[config.mk]
export PLATFORM = sky130hd
export DESIGN_NAME = gate_config_change_sm
export DESIGN_NICKNAME = d
export VERILOG_FILES = /design/src/rtl/gate_config_change_sm_pkg.sv /design/src/rtl/gate_config_change_sm_ptp_time_adder.sv /design/src/rtl/gate_config_change_sm.sv
export SDC_FILE = /design/constraint.sdc
export NUM_CORES = 1
export LEC_CHECK = 0
export BUFFER_PORTS_ARGS = -buffer_cell sky130_fd_sc_hd__buf_2
export CAP_MARGIN = 20
export CORE_ASPECT_RATIO = 0.7
export CORE_UTILIZATION = 50
export DETAILED_ROUTE_END_ITERATION = 7
export PLACE_DENSITY = 0.7
export SLEW_MARGIN = 15
export SYNTH_ARGS = -nofsm -noshare
export SYNTH_HDL_FRONTEND = slang
export SYNTH_SLANG_ARGS = --single-unit
[constraint.sdc]
create_clock -name clk -period 12.4 [get_ports clk]
set_input_delay 0.62 -clock clk [delete_from_list [all_inputs] [get_ports clk]]
set_output_delay 0.62 -clock clk [all_outputs]
set_load 0.05 [all_outputs]
[src/rtl/gate_config_change_sm_pkg.sv]
// Shared PTP time types and {sec,ns} arithmetic for the gate schedule controller.
package gate_config_change_sm_pkg;

    localparam logic [31:0] NS_PER_SEC = 32'd1_000_000_000;

    typedef struct packed {
        logic [47:0] sec;
        logic [31:0] ns;
    } ptp_time_t;

    // Add a sub-second nanosecond amount to a normalised time, carrying into seconds.
    function automatic ptp_time_t time_add_ns(input ptp_time_t t, input logic [31:0] c);
        ptp_time_t   r;
        logic [32:0] sum;
        logic [32:0] wrapped;
        sum     = {1'b0, t.ns} + {1'b0, c};
        wrapped = sum - {1'b0, NS_PER_SEC};
        if (sum >= {1'b0, NS_PER_SEC}) begin
            r.sec = t.sec + 48'd1;
            r.ns  = wrapped[31:0];
        end else begin
            r.sec = t.sec;
            r.ns  = sum[31:0];
        end
        return r;
    endfunction

    // a >= b on normalised {sec,ns} values.
    function automatic logic time_ge(input ptp_time_t a, input ptp_time_t b);
        return (a.sec > b.sec) || ((a.sec == b.sec) && (a.ns >= b.ns));
    endfunction

endpackage

[src/rtl/gate_config_change_sm_ptp_time_adder.sv]
// Combinational {sec,ns} + ns adder with nanosecond rollover.
module ptp_time_adder
    import gate_config_change_sm_pkg::*;
(
    input  ptp_time_t   t_in,
    input  logic [31:0] add_ns,
    output ptp_time_t   t_out
);

    assign t_out = time_add_ns(t_in, add_ns);

endmodule

[src/rtl/gate_config_change_sm.sv]
// Admin->oper schedule swap controller and PTP-aligned cycle start generator.
module gate_config_change_sm
    import gate_config_change_sm_pkg::*;
#(
    parameter int unsigned MIN_CYCLE_NS = 64,
    parameter int unsigned MAX_ITER     = 1024
) (
    input  logic        clk,
    input  logic        rst,
    input  logic [47:0] sync_time_ptp_sec,
    input  logic [31:0] sync_time_ptp_ns,
    input  logic [47:0] admin_base_sec,
    input  logic [31:0] admin_base_ns,
    input  logic [31:0] admin_cycle_ns,
    input  logic        config_change,
    output logic        CycleStart,
    output logic        ConfigSwap,
    output logic        ConfigPending,
    output logic        ConfigError,
    output logic        OperValid,
    output logic [31:0] OperCycleTime
);

    localparam int ITER_W = $clog2(MAX_ITER + 1);
    localparam logic [ITER_W-1:0] ITER_LAST = ITER_W'(MAX_ITER - 1);

    localparam logic [1:0] ST_IDLE    = 2'd0;
    localparam logic [1:0] ST_CHECK   = 2'd1;
    localparam logic [1:0] ST_CALC    = 2'd2;
    localparam logic [1:0] ST_PENDING = 2'd3;

    ptp_time_t          now;
    logic [1:0]         state_reg;
    ptp_time_t          adm_base_reg;
    logic [31:0]        adm_cycle_reg;
    ptp_time_t          target_reg;
    logic [ITER_W-1:0]  iter_reg;
    ptp_time_t          next_start_reg;
    logic               hit_prev_reg;

    ptp_time_t          target_step;
    ptp_time_t          next_base;
    logic [31:0]        next_add;
    ptp_time_t          next_start_step;
    logic               cycle_ok;
    logic               swap_now;
    logic               oper_hit;

    assign now      = {sync_time_ptp_sec, sync_time_ptp_ns};
    assign cycle_ok = (adm_cycle_reg >= MIN_CYCLE_NS) && (adm_cycle_reg < NS_PER_SEC);
    // A fresh config_change request pre-empts a swap that would otherwise fire this clock.
    assign swap_now = (state_reg == ST_PENDING) && !config_change && time_ge(now, target_reg);
    assign oper_hit = OperValid && time_ge(now, next_start_reg);

    // On a swap the next boundary is measured from the new schedule's start, so the old cycle is truncated.
    assign next_base = swap_now ? target_reg    : next_start_reg;
    assign next_add  = swap_now ? adm_cycle_reg : OperCycleTime;

    ptp_time_adder u_target_adder (
        .t_in   (target_reg),
        .add_ns (adm_cycle_reg),
        .t_out  (target_step)
    );

    ptp_time_adder u_next_adder (
        .t_in   (next_base),
        .add_ns (next_add),
        .t_out  (next_start_step)
    );

    // Config-change sequencer: latch, validate, roll target forward, wait for swap time.
    always_ff @(posedge clk) begin
        if (rst) begin
            state_reg     <= ST_IDLE;
            adm_base_reg  <= '0;
            adm_cycle_reg <= '0;
            target_reg    <= '0;
            iter_reg      <= '0;
            ConfigPending <= 1'b0;
            ConfigError   <= 1'b0;
            ConfigSwap    <= 1'b0;
        end else begin
            ConfigError <= 1'b0;
            ConfigSwap  <= 1'b0;
            if (config_change) begin
                adm_base_reg  <= {admin_base_sec, admin_base_ns};
                adm_cycle_reg <= admin_cycle_ns;
                ConfigPending <= 1'b1;
                state_reg     <= ST_CHECK;
            end else begin
                case (state_reg)
                    ST_CHECK: begin
                        if (!cycle_ok) begin
                            ConfigError   <= 1'b1;
                            ConfigPending <= 1'b0;
                            state_reg     <= ST_IDLE;
                        end else begin
                            target_reg <= adm_base_reg;
                            iter_reg   <= '0;
                            state_reg  <= time_ge(adm_base_reg, now) ? ST_PENDING : ST_CALC;
                        end
                    end
                    ST_CALC: begin
                        target_reg <= target_step;
                        iter_reg   <= iter_reg + ITER_W'(1);
                        if (time_ge(target_step, now)) begin
                            state_reg <= ST_PENDING;
                        end else if (iter_reg == ITER_LAST) begin
                            ConfigError   <= 1'b1;
                            ConfigPending <= 1'b0;
                            state_reg     <= ST_IDLE;
                        end
                    end
                    ST_PENDING: begin
                        if (swap_now) begin
                            ConfigSwap    <= 1'b1;
                            ConfigPending <= 1'b0;
                            state_reg     <= ST_IDLE;
                        end
                    end
                    default: state_reg <= ST_IDLE;
                endcase
            end
        end
    end

    // Oper cycle generator: one CycleStart per run of consecutive boundary hits, swap overrides.
    always_ff @(posedge clk) begin
        if (rst) begin
            OperValid      <= 1'b0;
            OperCycleTime  <= '0;
            next_start_reg <= '0;
            hit_prev_reg   <= 1'b0;
            CycleStart     <= 1'b0;
        end else begin
            CycleStart <= 1'b0;
            if (swap_now) begin
                OperValid      <= 1'b1;
                OperCycleTime  <= adm_cycle_reg;
                next_start_reg <= next_start_step;
                hit_prev_reg   <= 1'b1;
                CycleStart     <= 1'b1;
            end else begin
                hit_prev_reg <= oper_hit;
                if (oper_hit) begin
                    next_start_reg <= next_start_step;
                    CycleStart     <= !hit_prev_reg;
                end
            end
        end
    end

endmodule

### Word level (Yosys, flattened, before mapping)

Cells that the tools add are included.

| storage, ports and cells | value |
|---|---|
| register bits | 323 |
| input port bits | 195 |
| output and inout port bits | 37 |
| logic and storage cells | 108 |

| cells by class | value |
|---|---|
| $add $sub $neg | 7 |
| magnitude comparators | 12 |
| equality and inequality tests | 16 |
| muxes and demuxes | 31 |
| bitwise logic cells | 2 |
| reduce and logical (&&, ||, !) cells | 23 |

Operators with widths:

| kind | count |
|---|---|
| $mux W80 | 6 |
| $eq A48 B48 Y1 | 4 |
| $gt A48 B48 Y1 | 4 |
| $pmux W80 S2 | 1 |
| $ge A32 B32 Y1 | 4 |
| $add A48 B1 Y48 const B | 2 |
| $add A32 B32 Y33 | 2 |
| $ge A33 B30 Y1 const B | 2 |
| $sub A32 B30 Y32 const B | 2 |
| $ge A32 B7 Y1 const B | 1 |
| $lt A32 B30 Y1 const B | 1 |
| $mux W32 | 1 |
| $pmux W11 S2 | 1 |
| $ne A3 B3 Y1 const B | 5 |
| $mux W1 | 14 |
| $add A11 B1 Y11 const B | 1 |
| $eq A11 B10 Y1 const B | 1 |
| $mux W11 | 1 |
| $logic_and A1 B1 Y1 | 8 |
| $mux W2 | 4 |
| $pmux W2 S3 | 1 |
| $reduce_and A5 Y1 | 1 |
| $eq A2 B2 Y1 const B | 2 |
| $logic_or A1 B1 Y1 | 4 |
| other kinds (13) | 18 |

### Longest topological paths before layout

| logic depth | value |
|---|---|
| depth in word-level cells | 10 |
| depth in mapped cells | 34 |

### By module

From an unflattened synthesis, not the netlist that was laid out.

| second synthesis, totals | value |
|---|---|
| cell total of the unflattened synthesis | 3674 |
| area total of the unflattened synthesis | 29768.6 um2 |

Modules (own cells, without submodules):

| module | times used | cells each | area each (um2) |
|---|---|---|---|
| gate_config_change_sm | 1 | 2521 | 21795.9 |
| ptp_time_adder (u_target_adder) | 1 | 574 | 4056.4 |
| ptp_time_adder (u_next_adder) | 1 | 579 | 3916.3 |

### Worst setup path after synthesis

Ideal clock, no wire load.

| timing path | value |
|---|---|
| path kind | register -> register |
| start | register target_reg[45] in the netlist's numbering |
| end | register next_start_reg[31] in the netlist's numbering |
| arrival | 7.461 ns |
| setup slack | 4.835 ns |
| cell stages (with the launch flop) | 33 |
| path buffers | 9 |
| clock period less this slack | 7.565 ns |
| path through | dfxtp_1 > clkbuf_1 > clkinv_1 > ha_1 > nand4_1 > nor3_1 > nor3b_1 > and4_1 > or4_1 > o2111a_1 > clkbuf_1 > clkbuf_1 > buf_1 > clkbuf_1 > buf_1 > clkbuf_1 > nand2_1 > o21ai_0 > ha_1 > a211o_1 > a221o_1 > a31o_1 > o211a_1 > or2_4 > xnor2_2 > nand3_1 > a2111o_1 > a21o_1 > buf_6 > and2_1 > buf_6 > o311a_1 > a2111oi_2 |

| on the way | value |
|---|---|
| word-level cells in the longest chain between the ends | 10 |

Ends and longest elaborated chain:

| what | RTL line | source |
|---|---|---|
| start: declaration | gate_config_change_sm.sv:36 | `ptp_time_t target_reg;` |
| start signal: assignment | gate_config_change_sm.sv:98 | `target_reg <= adm_base_reg;` |
| start signal: assignment | gate_config_change_sm.sv:104 | `target_reg <= target_step;` |
| branches (longest 2 deep; another with $gt A48 B48 Y1) | n/a |  |
| $logic_or A1 B1 Y1 * | gate_config_change_sm_pkg.sv:30 | `return (a.sec > b.sec) \|\| ((a.sec == b.sec) && (a.ns >= b.ns));` |
| $logic_and A1 B1 Y1 * | gate_config_change_sm.sv:52 | `assign swap_now = (state_reg == ST_PENDING) && !config_change && time_ge(now, target_reg);` |
| $mux W80 or $mux W32 (tied branches) | n/a |  |
| $add A32 B32 Y33 | gate_config_change_sm_pkg.sv:16 | `sum = {1'b0, t.ns} + {1'b0, c};` |
| $sub A32 B30 Y32 or $ge A33 B30 Y1 (tied branches) | gate_config_change_sm_pkg.sv:17, gate_config_change_sm_pkg.sv:18 |  |
| $mux W80 | gate_config_change_sm_pkg.sv:18 | `if (sum >= {1'b0, NS_PER_SEC}) begin` |
| $mux W80 | gate_config_change_sm.sv:145 | `if (oper_hit) begin` |
| $mux W80 | gate_config_change_sm.sv:137 | `if (swap_now) begin` |
| end signal: assignment | gate_config_change_sm.sv:140 | `next_start_reg <= next_start_step;` |
| end signal: assignment | gate_config_change_sm.sv:146 | `next_start_reg <= next_start_step;` |
| end: declaration | gate_config_change_sm.sv:38 | `ptp_time_t next_start_reg;` |

Mark *: on every way between the ends. The select of a mux whose other input is x is not followed.
A chain may end at the register's enable or synchronous reset.

### Worst setup path in the final report

| timing path | value |
|---|---|
| start | register target_reg[0] in the netlist's numbering |
| end | register ConfigError |

| on the way | value |
|---|---|
| word-level cells in the longest chain between the ends | 8 |

Ends and longest elaborated chain:

| what | RTL line | source |
|---|---|---|
| $add A32 B32 Y33 * | gate_config_change_sm_pkg.sv:16 |  |
| $sub A32 B30 Y32 or $ge A33 B30 Y1 (tied branches) | gate_config_change_sm_pkg.sv:17, gate_config_change_sm_pkg.sv:18 |  |
| $mux W80 * | gate_config_change_sm_pkg.sv:18 |  |
| $ge A32 B32 Y1 or $eq A48 B48 Y1 (tied branches) | gate_config_change_sm_pkg.sv:30 |  |
| $logic_and A1 B1 Y1 | gate_config_change_sm_pkg.sv:30 |  |
| $logic_or A1 B1 Y1 * | gate_config_change_sm_pkg.sv:30 |  |
| $mux W1 * | gate_config_change_sm.sv:106 | `if (time_ge(target_step, now)) begin` |
| $pmux W1 S2 * | gate_config_change_sm.sv:91 | `case (state_reg)` |
| end signal: assignment | gate_config_change_sm.sv:83 | `ConfigError <= 1'b0;` |
| end signal: assignment | gate_config_change_sm.sv:94 | `ConfigError <= 1'b1;` |
| end signal: assignment | gate_config_change_sm.sv:109 | `ConfigError <= 1'b1;` |
| end: declaration | gate_config_change_sm.sv:19 | `output logic ConfigError,` |

Every way passes the cells marked *; elsewhere a longest branch is shown, timed or not.

==> impl_metrics.yaml <==
worst_setup_path:
  worstReg2RegEnd: "ConfigError"
  critPathMaxStageDelay_ns: 0.71
  critical_path_required_ns: 12.83
  cp_slowest_cell: "nor4_1"
  path_delay_family: "simple AND/OR/NAND/NOR gates"
  end_kind: "register"
  reg2reg_depth: 29
  worstReg2RegStart: "target_reg[0]"
  startpoint_type: "register"
  crit_arrival_ns: 10.58
  r2r_setup_slack_ns: 2.25
  crit_cells: 29
  crit_fanout: 30
  path_class: "reg -> reg"
  worst-path-buf-inv: 3
detailed_routing:
  vias: 30770
  wl_per_cell_um: 25.2
  drtPass1Iterations: 6
  wirelength_um: 121000
  drt-initial-drc-count: 4343
  drtAntennaViolNets: 0
  post-route-drc-count: 0
  via_per_inst: 6.41
clock_network:
  cts_setup_buffers: 0
  path_clk_slew_ns: 0.07
  cts.sinks: 323
  cts-htree-levels: 2
  clockBufferDepth: 3
  clock_latency_ns: 0.59
  clockRootBuffer: "clkbuf_16"
  cts-buffers-inserted: 38
  ctsResizeCount: 0
  ctsHoldBuffers: 0
  cts_tree: "built"
pwr:
  power_frac_seq_pct: 38.8
  clockPowerShare_pct: 41.8
  ir_drop_v: 0.000112
  switchingPower_mw: 0.932
  p_sw_share_pct: 32.0
  power.density_nw_per_um2: 87.6
  pwr-share-comb_pct: 19.4
  p_leak_nw: 13.8
  internal_power_mw: 1.98
  p_total_mw: 2.92
final_layout:
  fin_nets: 4544
  syn_to_final_growth_pct: 9.65
  num-fill-cells: 5667
  drive_gt1_share_pct: 11.7
  design_area_um2: 33300
  final_cells: 4801
hold_path:
  hold_path_class: "in -> reg"
  hp-start: "admin_base_sec[30]"
  hold_end: "adm_base_reg[62]"
  hold_path_depth: 3
global_route:
  grt_first_pass_wirelength_um: 178000
  antenna_found_initial: 11
  grt-ovfl-total: 0
  grt_max_degree: 80
  grtUsageTotal_pct: 38.1
  first_global_vias: 27338
timing:
  period_needed_ns: 10.15
  tightest_slew_ns: 1.13
  finalCritPeriodShare_pct: 81.9
  fmax_ghz: 0.0985
  slew-limit-headroom_pct: 23.7
  final_max_slew_viol_count: 0
  rsz0062_at_grt: "false"
  finalSetupTns_ns: 0
  final_hold_viol_count: 0
  setup_viol: 0
  finClkSkew_ns: 0.0289
synth:
  yosysMostFrequentCell: "ha_1"
  synth.distinct_cells: 89
  syn_nets: 4449
  synth_edf_count: 0
  syn_area_um2: 30400
  ys_seq_elements: 323
  ys.flop_type: "dfxtp_1"
  syn_inst: 3860
  synth_top_area_share_pct: 21.3
  synth.area.top_cells: "dfxtp_1, ha_1, xnor2_1"
  seq_area_frac_synth_pct: 21.3
  avgSynthCellArea_um2: 7.87
  yosysTopAreaCell: "dfxtp_1"
  synthTopCellsByCount: "ha_1, dfxtp_1, nor2_1"
  ys_warn_count: 0
  synth_async_sr_flop_share_pct: 0
floorplan:
  rows: 75
  start_util_pct: 50.7
  io_pins: 232
  die_width_um: 297
  die-height_um: 208
  core_area_um2: 60000
  die_area_um2: 61800
run_status:
  status: "finished clean"
place:
  hpwl_um: 95200
  gp_congestion: 1.06
  place_area_um2: 32000
  dp_cells: 4720
  port_buffers: 231
flow_run:
  maxCapViolations: 0
through the flow:
| stage | hold slack [ns] | setup WS (ns) | util (%) |
|---|---|---|---|
| 2_1_floorplan | 0.384 | 4.84 | - |
| 3_3_place_gp | 0.403 | 2.85 | 53.3 |
| 3_5_place_dp | 0.395 | 2.87 | 53.3 |
| 4_1_cts | 0.255 | 2.82 | 55.4 |
| 5_1_grt | 0.273 | 2.21 | 55.5 |
| 6_report | 0.264 | 2.25 | 55.5 |
final cells by class:
cell class,count,area [µm²],area share [%]
tap,808,1010,3.04
multi-input combinational,3028,22000,66.0
sequential,323,6470,19.4
clock inverter,13,198,0.594
antenna,12,30.0,0.0902
timing repair buffer,262,1400,4.20
inverter,302,1130,3.40
clock buffer,53,1090,3.27
kinds of logic (layout without fill, tap and decap cells):
kind of cell             after synthesis  after routing  share of synthesized area, %
flip-flops                           323            323                          21.3
other                                  0             12                             0
buffers and inverters                509            630                          6.55
multiplexers                         188            188                          6.41
adder cells (fa/ha/maj)              394            394                          16.3
XOR/XNOR                             216            216                          6.25
AND/OR/NAND/NOR                     1166           1166                          18.9
AO/OA/AOI/OAI                       1064           1064                          24.3
power groups by stage:
stage,clock network (mW),registers [mW],logic (mW)
floorplan,0,1.11,0.370
global placement,0,1.15,0.540
detailed placement,0,1.15,0.541
CTS,1.22,1.12,0.546
global route,1.26,1.13,0.617
finish,1.22,1.13,0.566
cell usage in the layout, fill, tap and decap left out, types with 47 or more instances in the layout:
| cell | n |
|---|---|
| nor2_1 | 323 |
| mux2_2 | 52 |
| a21o_1 | 137 |
| a21oi_1 | 237 |
| xnor2_1 | 188 |
| ha_1 | 391 |
| and2_1 | 57 |
| inv_1 | 290 |
| nor3_1 | 92 |
| nand2_1 | 245 |
| dfxtp_1 | 323 |
| buf_2 | 229 |
| a211oi_1 | 107 |
| o22ai_1 | 47 |
| nand3_1 | 112 |
| o21ai_0 | 155 |
| a31oi_1 | 78 |
| mux2i_1 | 136 |
| nand4_1 | 121 |
per-layer routing:
layer / up-vias / track usage [%] / part of all wire (%)
li1: 14393 / - / -
met1: 14327 / 60.4 / 47
met2: 1876 / 44.8 / 34
met3: 170 / 17.1 / 17
met4: 4 / 6.79 / 1.8
met5: - / 2.28 / 0.18
worst register-to-register path: cells and delay by family (launching register included):
family / cells / cell delay [ns]
compound gates: 10 / 2.96
flops: 1 / 0.45
xor+xnor: 2 / 0.29
buf+inv: 3 / 0.88
fa+ha+maj: 3 / 0.96
simple gates: 11 / 4.47
worst max path at each step:
stage	end	start	slack (ns)
floorplan	next_start_reg[31]	target_reg[45]	4.84
global placement	ConfigError	target_reg[0]	2.85
detailed placement	ConfigError	target_reg[0]	2.87
CTS	ConfigError	target_reg[0]	2.82
global route	ConfigError	target_reg[0]	2.21
finish	ConfigError	target_reg[0]	2.25
Note: power is estimated with default switching activity, not from simulation.
